## config.mk

```make
export PLATFORM = sky130hd
export DESIGN_NAME = sup1_control_unit
export DESIGN_NICKNAME = d
export VERILOG_FILES = /design/src/rtl/sup1_control_unit.sv
export SDC_FILE = /design/constraint.sdc
export NUM_CORES = 1
export LEC_CHECK = 0
export CAP_MARGIN = 25
export CORE_MARGIN = 5
export CORE_UTILIZATION = 40
export DETAILED_ROUTE_END_ITERATION = 8
export PLACE_DENSITY = 0.79
export SLEW_MARGIN = 20
export SYNTH_ARGS = -nofsm -noshare
export SYNTH_HDL_FRONTEND = slang
export SYNTH_SLANG_ARGS = --single-unit
```

## constraint.sdc

```tcl
create_clock -name clk -period 2.4 [get_ports clk]
set_input_delay 0.48 -clock clk [delete_from_list [all_inputs] [get_ports clk]]
set_output_delay 0.48 -clock clk [all_outputs]
set_load 0.1 [all_outputs]
```

## src/rtl/sup1_control_unit.sv

```systemverilog
// SUP-1 microcoded control sequencer: walks fetch/execute T-states, emits the
// bus control word, and owns the carry/zero flags and halt latch.
module sup1_control_unit #(
  parameter int STEP_W = 3
) (
  input  logic              clk,
  input  logic              rst_n,
  input  logic [3:0]        opcode,
  input  logic              carry_in,
  input  logic              zero_in,
  output logic              hlt,
  output logic              mi,
  output logic              ri,
  output logic              ro,
  output logic              ii,
  output logic              io,
  output logic              ai,
  output logic              ao,
  output logic              so,
  output logic              sub,
  output logic              bi,
  output logic              oi,
  output logic              ce,
  output logic              co,
  output logic              j,
  output logic              fi,
  output logic              flag_c,
  output logic              flag_z,
  output logic [STEP_W-1:0] step
);

  localparam logic [3:0] OP_NOP = 4'b0000;
  localparam logic [3:0] OP_LDA = 4'b0001;
  localparam logic [3:0] OP_ADD = 4'b0010;
  localparam logic [3:0] OP_SUB = 4'b0011;
  localparam logic [3:0] OP_STA = 4'b0100;
  localparam logic [3:0] OP_LDI = 4'b0101;
  localparam logic [3:0] OP_JMP = 4'b0110;
  localparam logic [3:0] OP_JC  = 4'b0111;
  localparam logic [3:0] OP_JZ  = 4'b1000;
  localparam logic [3:0] OP_OUT = 4'b1110;
  localparam logic [3:0] OP_HLT = 4'b1111;

  localparam logic [STEP_W-1:0] T0 = STEP_W'(0);
  localparam logic [STEP_W-1:0] T1 = STEP_W'(1);
  localparam logic [STEP_W-1:0] T2 = STEP_W'(2);
  localparam logic [STEP_W-1:0] T3 = STEP_W'(3);
  localparam logic [STEP_W-1:0] T4 = STEP_W'(4);

  typedef struct packed {
    logic hlt;
    logic mi;
    logic ri;
    logic ro;
    logic ii;
    logic io;
    logic ai;
    logic ao;
    logic so;
    logic sub;
    logic bi;
    logic oi;
    logic ce;
    logic co;
    logic j;
    logic fi;
    logic last;
  } ctrl_t;

  logic [STEP_W-1:0] step_q, step_d;
  logic              flag_c_q, flag_c_d;
  logic              flag_z_q, flag_z_d;
  logic              halted_q, halted_d;
  ctrl_t             ctrl;

  // State register
  always_ff @(posedge clk or negedge rst_n) begin
    if (!rst_n) begin
      step_q   <= '0;
      flag_c_q <= 1'b0;
      flag_z_q <= 1'b0;
      halted_q <= 1'b0;
    end else begin
      step_q   <= step_d;
      flag_c_q <= flag_c_d;
      flag_z_q <= flag_z_d;
      halted_q <= halted_d;
    end
  end

  // Next-state logic
  always_comb begin
    step_d   = step_q + STEP_W'(1);
    flag_c_d = flag_c_q;
    flag_z_d = flag_z_q;
    halted_d = halted_q | ctrl.hlt;
    if (halted_q || ctrl.last) begin
      step_d = '0;
    end
    if (ctrl.fi) begin
      flag_c_d = carry_in;
      flag_z_d = zero_in;
    end
  end

  // Microcode decode; unreachable step/opcode combinations fall back to 'last'
  always_comb begin
    ctrl = '0;
    if (halted_q) begin
      ctrl.hlt = 1'b1;
    end else begin
      case (step_q)
        T0: begin
          ctrl.co = 1'b1;
          ctrl.mi = 1'b1;
        end
        T1: begin
          ctrl.ro   = 1'b1;
          ctrl.ii   = 1'b1;
          ctrl.ce   = 1'b1;
          ctrl.last = (opcode == OP_NOP) || (opcode inside {[4'b1001:4'b1101]});
        end
        T2: begin
          case (opcode)
            OP_LDA, OP_ADD, OP_SUB, OP_STA: begin
              ctrl.io = 1'b1;
              ctrl.mi = 1'b1;
            end
            OP_LDI: begin
              ctrl.io   = 1'b1;
              ctrl.ai   = 1'b1;
              ctrl.last = 1'b1;
            end
            OP_JMP: begin
              ctrl.io   = 1'b1;
              ctrl.j    = 1'b1;
              ctrl.last = 1'b1;
            end
            // Conditional jumps look only at the registered flags
            OP_JC: begin
              ctrl.io   = 1'b1;
              ctrl.j    = flag_c_q;
              ctrl.last = 1'b1;
            end
            OP_JZ: begin
              ctrl.io   = 1'b1;
              ctrl.j    = flag_z_q;
              ctrl.last = 1'b1;
            end
            OP_OUT: begin
              ctrl.ao   = 1'b1;
              ctrl.oi   = 1'b1;
              ctrl.last = 1'b1;
            end
            OP_HLT: begin
              ctrl.hlt  = 1'b1;
              ctrl.last = 1'b1;
            end
            default: ctrl.last = 1'b1;
          endcase
        end
        T3: begin
          case (opcode)
            OP_LDA: begin
              ctrl.ro   = 1'b1;
              ctrl.ai   = 1'b1;
              ctrl.last = 1'b1;
            end
            OP_ADD, OP_SUB: begin
              ctrl.ro  = 1'b1;
              ctrl.bi  = 1'b1;
              ctrl.sub = (opcode == OP_SUB);
            end
            OP_STA: begin
              ctrl.ao   = 1'b1;
              ctrl.ri   = 1'b1;
              ctrl.last = 1'b1;
            end
            default: ctrl.last = 1'b1;
          endcase
        end
        T4: begin
          ctrl.last = 1'b1;
          if (opcode == OP_ADD || opcode == OP_SUB) begin
            ctrl.so  = 1'b1;
            ctrl.ai  = 1'b1;
            ctrl.fi  = 1'b1;
            ctrl.sub = (opcode == OP_SUB);
          end
        end
        default: ctrl.last = 1'b1;
      endcase
    end
  end

  assign hlt    = ctrl.hlt;
  assign mi     = ctrl.mi;
  assign ri     = ctrl.ri;
  assign ro     = ctrl.ro;
  assign ii     = ctrl.ii;
  assign io     = ctrl.io;
  assign ai     = ctrl.ai;
  assign ao     = ctrl.ao;
  assign so     = ctrl.so;
  assign sub    = ctrl.sub;
  assign bi     = ctrl.bi;
  assign oi     = ctrl.oi;
  assign ce     = ctrl.ce;
  assign co     = ctrl.co;
  assign j      = ctrl.j;
  assign fi     = ctrl.fi;
  assign flag_c = flag_c_q;
  assign flag_z = flag_z_q;
  assign step   = step_q;

endmodule

```

==> impl_metrics.env, run 1 <==
export IMPL_run_status="stopped before the end"
export IMPL_ys_ff_latch=6
export IMPL_synth_async_sr_flop_share=1.00
export IMPL_ctsHoldBuffers=0
export IMPL_stop_error="[ERROR DPL-0038] Utilization greater than 100%, impossible to legalize"
export IMPL_synth_distinct_cells=31
export IMPL_die_w_um=49.9
export IMPL_synth_area_top_cells="dfrtp_1, ha_1, nor2_1"
export IMPL_pre_cts_ws_ps=-152
export IMPL_yosysWarningCount=0
export IMPL_globalplace_congestion=0.846
export IMPL_yosysMostFrequentCell="nor2_1"
export IMPL_ys_flop_type="dfrtp_1"
export IMPL_synth_seq_area_share=0.235
export IMPL_syn_inst=80
export IMPL_netlist_area_leader_share=0.235
export IMPL_worst_endpoint="ai"
export IMPL_dpl_instance_area_mm2=0.00135
export IMPL_clk_path_buf_depth=2
export IMPL_port_buffers=28
export IMPL_endpoint_type="top-level output"
export IMPL_grt_max_degree=9
export IMPL_clock_sinks=6
export IMPL_root_buffer="clkbuf_4"
export IMPL_post_dp_hpwl_mm=1.95
export IMPL_synth_cells_most_frequent="nor2_1, nand2_1, nor3_1, dfrtp_1, inv_1"
export IMPL_haltStage="global routing"
export IMPL_io_pins=29
export IMPL_htreeDepth=1
export IMPL_initial_core_util=0.424
export IMPL_synthesis_nets=93
export IMPL_syn_area_um2=638
export IMPL_postSynthAreaPerCell_um2=7.98
export IMPL_fp_dieH_um=49.9
export IMPL_synth_edf_count=0
export IMPL_yosysTopAreaCell="dfrtp_1"
export IMPL_numCtsBuffers=3
export IMPL_rows=14
[metrics by stage]
step	hold slack (ps)	util	instances	setup TNS, ps
floorplan	184	-	80	-2190
global placement	539	0.895	136	-443
detailed placement	558	0.895	136	-639
CTS	450	0.946	143	-510
[logic make-up after synthesis]
family | after synthesis | share of synthesized area
flip-flops | 6 | 0.235
AO/OA/AOI/OAI | 12 | 0.143
adder cells (fa/ha/maj) | 5 | 0.0980
XOR/XNOR | 2 | 0.0275
buffers and inverters | 12 | 0.100
multiplexers | 3 | 0.0510
AND/OR/NAND/NOR | 40 | 0.345
[timing repair]
item	CTS
hold endpoints to repair	0
buffers inserted	4
pin swaps	5
setup endpoints to repair	8
resized for setup	5
==> inputs of run 2 (changes only) <==
Settings changed: CORE_AREA set to 5 5 66 68, CORE_MARGIN 5 to not set, CORE_UTILIZATION 40 to not set, DIE_AREA set to 0 0 71 73, PLACE_DENSITY 0.79 to not set, PLACE_DENSITY_LB_ADDON set to 0.15.
==> impl_metrics.env, run 2 <==
export IMPL_dpl_cell_count=171
export IMPL_fp_dieH_um=73
export IMPL_fin_crit_sh=1.07
export IMPL_yosysWarningCount=0
export IMPL_initial_core_util=0.168
export IMPL_clk_latency_ps=230
export IMPL_violations="negative setup slack"
export IMPL_coreArea_mm2=0.00380
export IMPL_slew_headroom=0.687
export IMPL_clk_path_buf_depth=2
export IMPL_fin_ws_ps=-168
export IMPL_max_freq_ghz=0.389
export IMPL_num_fill_cells=382
export IMPL_fin_area_mm2=0.00151
export IMPL_end_kind="primary output"
export IMPL_htreeDepth=1
export IMPL_layout_cells_non_filler=179
export IMPL_postSynthAreaPerCell_um2=7.98
export IMPL_fp_dieArea_mm2=0.00518
export IMPL_crit_slowest_cell="dfrtp_4"
export IMPL_drtIter0Drc=30
export IMPL_clk_pin_slew_ps=40
export IMPL_startpoint_type="flip-flop"
export IMPL_clock_sinks=6
export IMPL_synth_distinct_cells=31
export IMPL_multi_input_comb_area_um2=603
export IMPL_syn_area_um2=638
export IMPL_wirelength_mm=2.27
export IMPL_antenna_found_initial=0
export IMPL_post_route_cells_drive_above_1_share=0.597
export IMPL_ys_ff_latch=6
export IMPL_drv_cap=0
export IMPL_yosysTopAreaCell="dfrtp_1"
export IMPL_area_growth_pct=137
export IMPL_post_dp_hpwl_mm=1.94
export IMPL_synth_area_top_cells="dfrtp_1, ha_1, nor2_1"
export IMPL_hold_viol=0
export IMPL_p_total_mw=1.92
export IMPL_dpl_instance_area_mm2=0.00140
export IMPL_route_vias_total=748
export IMPL_diodes=0
export IMPL_ys_flop_type="dfrtp_1"
export IMPL_ff2ff_path_depth=9
export IMPL_netlist_area_leader_share=0.235
export IMPL_run_status="finished with violations"
export IMPL_final_setup_tns_ps=-168
export IMPL_fin_nets=143
export IMPL_min_period_ps=2570
export IMPL_crit_type="flip-flop to primary output"
export IMPL_critPathArrivalTime_ps=2090
export IMPL_grt_max_degree=9
export IMPL_skew_ps=6.65
export IMPL_largest_reg_flops=3
export IMPL_most_common_layout_cells="buf_4, buf_12, nand2_1"
export IMPL_grt_pass1_vias=812
export IMPL_crit_chain="inv_4, ha_4, and2b_2, mux2i_1, or3_4, a2111oi_4, buf_12"
export IMPL_cts_tree="built"
export IMPL_power_leakage_nw=0.628
export IMPL_synth_edf_count=0
export IMPL_root_buffer="clkbuf_8"
export IMPL_setup_viol=1
export IMPL_power_density_mw_per_mm2=1270
export IMPL_hp_class="primary input to async pin"
export IMPL_gr_total_overflow=0
export IMPL_numCtsBuffers=3
export IMPL_yosysMostFrequentCell="nor2_1"
export IMPL_gr_usage_all_layers=0.0932
export IMPL_ant_nets=0
export IMPL_io_pins=29
export IMPL_cpPeakStageDelay_ps=500
export IMPL_ctsHoldBuffers=0
export IMPL_post_drt_via_cell_ratio=4.18
export IMPL_drc=0
export IMPL_irDropWorstVdd_mv=0.897
export IMPL_rsz0062_at_grt="yes"
export IMPL_slew_viol_final=0
export IMPL_globalplace_congestion=0.800
export IMPL_critical_path_required_ps=1920
export IMPL_grt_pass1_wl_mm=3.90
export IMPL_synthesis_nets=93
export IMPL_port_buffers=28
export IMPL_rows=23
export IMPL_drtPass1Iterations=4
export IMPL_synth_seq_area_share=0.235
export IMPL_die_w_um=71
export IMPL_final_common_cell="buf_4"
export IMPL_syn_inst=80
export IMPL_ff_latch_area_um2=159
export IMPL_synth_async_sr_flop_share=1.00
export IMPL_tightest_slew_ps=468
export IMPL_avgRoutedWirePerCell_um=12.7
export IMPL_synth_cells_most_frequent="nor2_1, nand2_1, nor3_1, dfrtp_1, inv_1"
export IMPL_cp_max_fo=4
==> run 2: cell counts after synthesis <==
Identical to the previous run, type by type.
==> run 2: final timing paths <==
| path | slack (ps) | from | end |
|---|---|---|---|
| min in group clk | 550 | flag_c | flag_c |
| worst min-delay path | 490 | rst_n | step[1] |
| worst max register to register | 360 | step[0] | flag_z |
| worst max-delay path | -170 | step[0] | ai |
| worst min register to register | 550 | flag_c | flag_c |
| max in group asynchronous | 1680 | rst_n | step[0] |
==> run 2: logic make-up after synthesis <==
logic type               count (synthesis)  share of synthesized area
multiplexers                             3                     0.0510
XOR/XNOR                                 2                     0.0275
AO/OA/AOI/OAI                           12                      0.143
adder cells (fa/ha/maj)                  5                     0.0980
flip-flops                               6                      0.235
AND/OR/NAND/NOR                         40                      0.345
buffers and inverters                   12                      0.100
==> run 2: final cells by class <==
cell class	count	share of cell area
well taps	50	0.0414
flip-flops and latches	6	0.105
multi-input cells	62	0.399
repair buffers	51	0.405
inverters	6	0.0191
clock buffers	4	0.0298
==> run 2: per-layer routing <==
metal | up-vias | wire, µm | GRT usage
li1 | 372 | - | -
met1 | 350 | 929 | 0.108
met2 | 24 | 1210 | 0.172
met3 | 2 | 115 | 0.0165
met4 | 0 | 18 | 0.0313
met5 | - | 0 | 0
==> run 2: power breakdown <==
group | internal, mW | switching (mW)
sequential | 0.149 | 0.0410
combinational | 0.528 | 1.04
clock | 0.115 | 0.0469
==> run 2: critical path: cells and delay by family (launching register included) <==
family | cells | cell delay [ps]
simple gates | 2 | 520
flops | 1 | 500
compound gates | 1 | 350
buf+inv | 2 | 290
fa+ha+maj | 1 | 120
mux | 1 | 70
==> run 2: repair_timing <==
action | CTS | global route
resized for setup | 3 | 6
setup endpoints to repair | 9 | 11
pin swaps | 6 | 5
setup buffers | 3 | 1
==> run 2: stage by stage <==
stage	util	hold slack [ps]	worst slack (ps)
6_report	0.398	486	-168
5_1_grt	0.398	509	-233
4_1_cts	0.388	490	-197
3_5_place_dp	0.368	538	-162
3_3_place_gp	0.368	552	-127
2_1_floorplan	-	184	-773
No activity file was read; power rests on OpenSTA's default activity.
==> inputs of run 3 (changes only) <==
--- a/config.mk
+++ b/config.mk
@@ -8,2 +8,4 @@
 export CAP_MARGIN = 25
+export CELL_PAD_IN_SITES_DETAIL_PLACEMENT = 1
+export CELL_PAD_IN_SITES_GLOBAL_PLACEMENT = 1
 export CORE_AREA = 5 5 66 68
@@ -11,3 +13,3 @@
 export DIE_AREA = 0 0 71 73
-export PLACE_DENSITY_LB_ADDON = 0.15
+export PLACE_DENSITY_LB_ADDON = 0.1
 export SLEW_MARGIN = 20
--- a/constraint.sdc
+++ b/constraint.sdc
@@ -3,2 +3,2 @@
 set_output_delay 0.48 -clock clk [all_outputs]
-set_load 0.1 [all_outputs]
+set_load 0.05 [all_outputs]
==> impl_metrics.env, run 3 (synthesized netlist as in run 2, its figures left out) <==
export IMPL_cts_tree="built"
export IMPL_diodes=0
export IMPL_drv_cap=0
export IMPL_crit_chain="inv_2, ha_4, and2b_2, mux2i_1, or3_4, a2111oi_4, buf_12"
export IMPL_post_route_cells_drive_above_1_share=0.488
export IMPL_crit_type="flip-flop to primary output"
export IMPL_ctsHoldBuffers=0
export IMPL_power_density_mw_per_mm2=1020
export IMPL_fin_nets=143
export IMPL_rsz0062_at_grt="yes"
export IMPL_clk_path_buf_depth=2
export IMPL_cpPeakStageDelay_ps=420
export IMPL_pre_cts_ws_ps=-152
export IMPL_ant_nets=0
export IMPL_final_common_cell="buf_4"
export IMPL_skew_ps=2.73
export IMPL_clk_latency_ps=220
export IMPL_sequentialPowerShare=0.132
export IMPL_min_period_ps=2460
export IMPL_clk_pin_slew_ps=40
export IMPL_hold_viol=0
export IMPL_power_share_switching=0.508
export IMPL_setup_viol=1
export IMPL_grt_pass1_wl_mm=3.79
export IMPL_globalplace_congestion=0.703
export IMPL_end_kind="primary output"
export IMPL_wirelength_mm=2.24
export IMPL_antenna_found_initial=0
export IMPL_run_status="finished with violations"
export IMPL_grt_pass1_vias=848
export IMPL_violations="negative setup slack"
export IMPL_die_w_um=71
export IMPL_cp_max_fo=4
export IMPL_power_leakage_nw=0.581
export IMPL_p_clk_frac=0.113
export IMPL_post_dp_hpwl_mm=1.89
export IMPL_rows=23
export IMPL_tightest_slew_ps=498
export IMPL_area_growth_pct=116
export IMPL_critical_path_required_ps=1920
export IMPL_drc=0
export IMPL_hp_class="primary input to async pin"
export IMPL_max_freq_ghz=0.406
export IMPL_io_pins=29
export IMPL_critPathArrivalTime_ps=1980
export IMPL_numCtsBuffers=3
export IMPL_clock_sinks=6
export IMPL_crit_slowest_cell="dfrtp_2"
export IMPL_irDropWorstVdd_mv=0.401
export IMPL_dpl_cell_count=172
export IMPL_htreeDepth=1
export IMPL_post_drt_via_cell_ratio=4.19
export IMPL_p_total_mw=1.40
export IMPL_gr_usage_all_layers=0.0896
export IMPL_drtIter0Drc=18
export IMPL_port_buffers=28
export IMPL_layout_cells_non_filler=179
export IMPL_route_vias_total=750
export IMPL_startpoint_type="flip-flop"
export IMPL_fin_ws_ps=-64.4
export IMPL_slew_headroom=0.667
export IMPL_grt_max_degree=9
export IMPL_avgRoutedWirePerCell_um=12.5
export IMPL_coreArea_mm2=0.00380
export IMPL_fp_dieArea_mm2=0.00518
export IMPL_comb_power_share=0.754
export IMPL_slew_viol_final=0
export IMPL_initial_core_util=0.168
export IMPL_gr_total_overflow=0
export IMPL_root_buffer="clkbuf_8"
export IMPL_largest_reg_flops=3
export IMPL_p_sw_mw=0.714
export IMPL_fin_crit_sh=1.03
export IMPL_internal_power_mw=0.691
export IMPL_fp_dieH_um=73
export IMPL_drtPass1Iterations=2
export IMPL_most_common_layout_cells="buf_4, buf_12, clkdlybuf4s50_1"
-- run 3: changes by cell type in the layout (fill, tap and decap cells not counted), sizes merged --
cell,previous run,this run
clkdlybuf4s50,4,9
clkinvlp,1,0
dlygate4sd2,1,2
dlymetal6s2s,2,1
buf,44,38
clkbuf,4,5
inv,5,6
-- run 3: power groups by stage --
| stage | logic [mW] | clock network [mW] | registers (mW) |
|---|---|---|---|
| finish | 1.06 | 0.159 | 0.186 |
| global route | 1.14 | 0.173 | 0.193 |
| CTS | 1.06 | 0.162 | 0.187 |
| detailed placement | 1.04 | 0 | 0.187 |
| global placement | 1.04 | 0 | 0.187 |
| floorplan | 0.540 | 0 | 0.280 |
-- run 3: area by class of cell --
type                            instances  area [µm²]
Timing Repair Buffer                   51         584
Clock buffer                            4        45.0
Multi-Input combinational cell         62         509
Sequential cell                         6         153
Fill cell                             470        2420
Inverter                                6        22.5
Tap cell                               50        62.6
-- run 3: metal layers --
layer,vias to the layer above,track usage,wire (µm)
li1,373,-,-
met3,2,0.0179,87
met2,18,0.164,1090
met1,357,0.109,1050
met5,-,0,0
met4,0,0.0188,12
-- run 3: through the flow --
stage,util,cell area [µm²],TNS (ps),hold WS (ps)
4_1_cts,0.356,1350,-78.4,509
3_5_place_dp,0.336,1280,-933,560
3_3_place_gp,0.336,1280,-922,556
5_1_grt,0.362,1380,-156,523
6_report,0.362,1380,-64.4,507
2_1_floorplan,-,703,-393,184
-- run 3: worst max-delay path, delay by kind of cell (launching register included) --
| family | cells | cell delay [ps] |
|---|---|---|
| and+or+nand+nor | 2 | 520 |
| buffers and inverters | 2 | 260 |
| AOI/OAI and AO/OA | 1 | 350 |
| adders and majority gates | 1 | 130 |
| muxes | 1 | 70 |
| DFF | 1 | 420 |
-- run 3: repair_timing --
| action | CTS | global route |
|---|---|---|
| pin swaps | 5 | 1 |
| setup endpoints to repair | 9 | 4 |
| setup buffers | 3 | 0 |
| gates resized for setup | 4 | 7 |
-- run 3: final timing paths --
kind	startpoint	endpoint	slack (ps)	cells after the start
max	step[0]	ai	-60	7
min	rst_n	step[2]	510	1
max reg2reg	step[0]	flag_c	510	7
min reg2reg	flag_z	flag_z	570	1
max in group asynchronous	rst_n	step[1]	1650	1
min in group clk	flag_z	flag_z	570	1
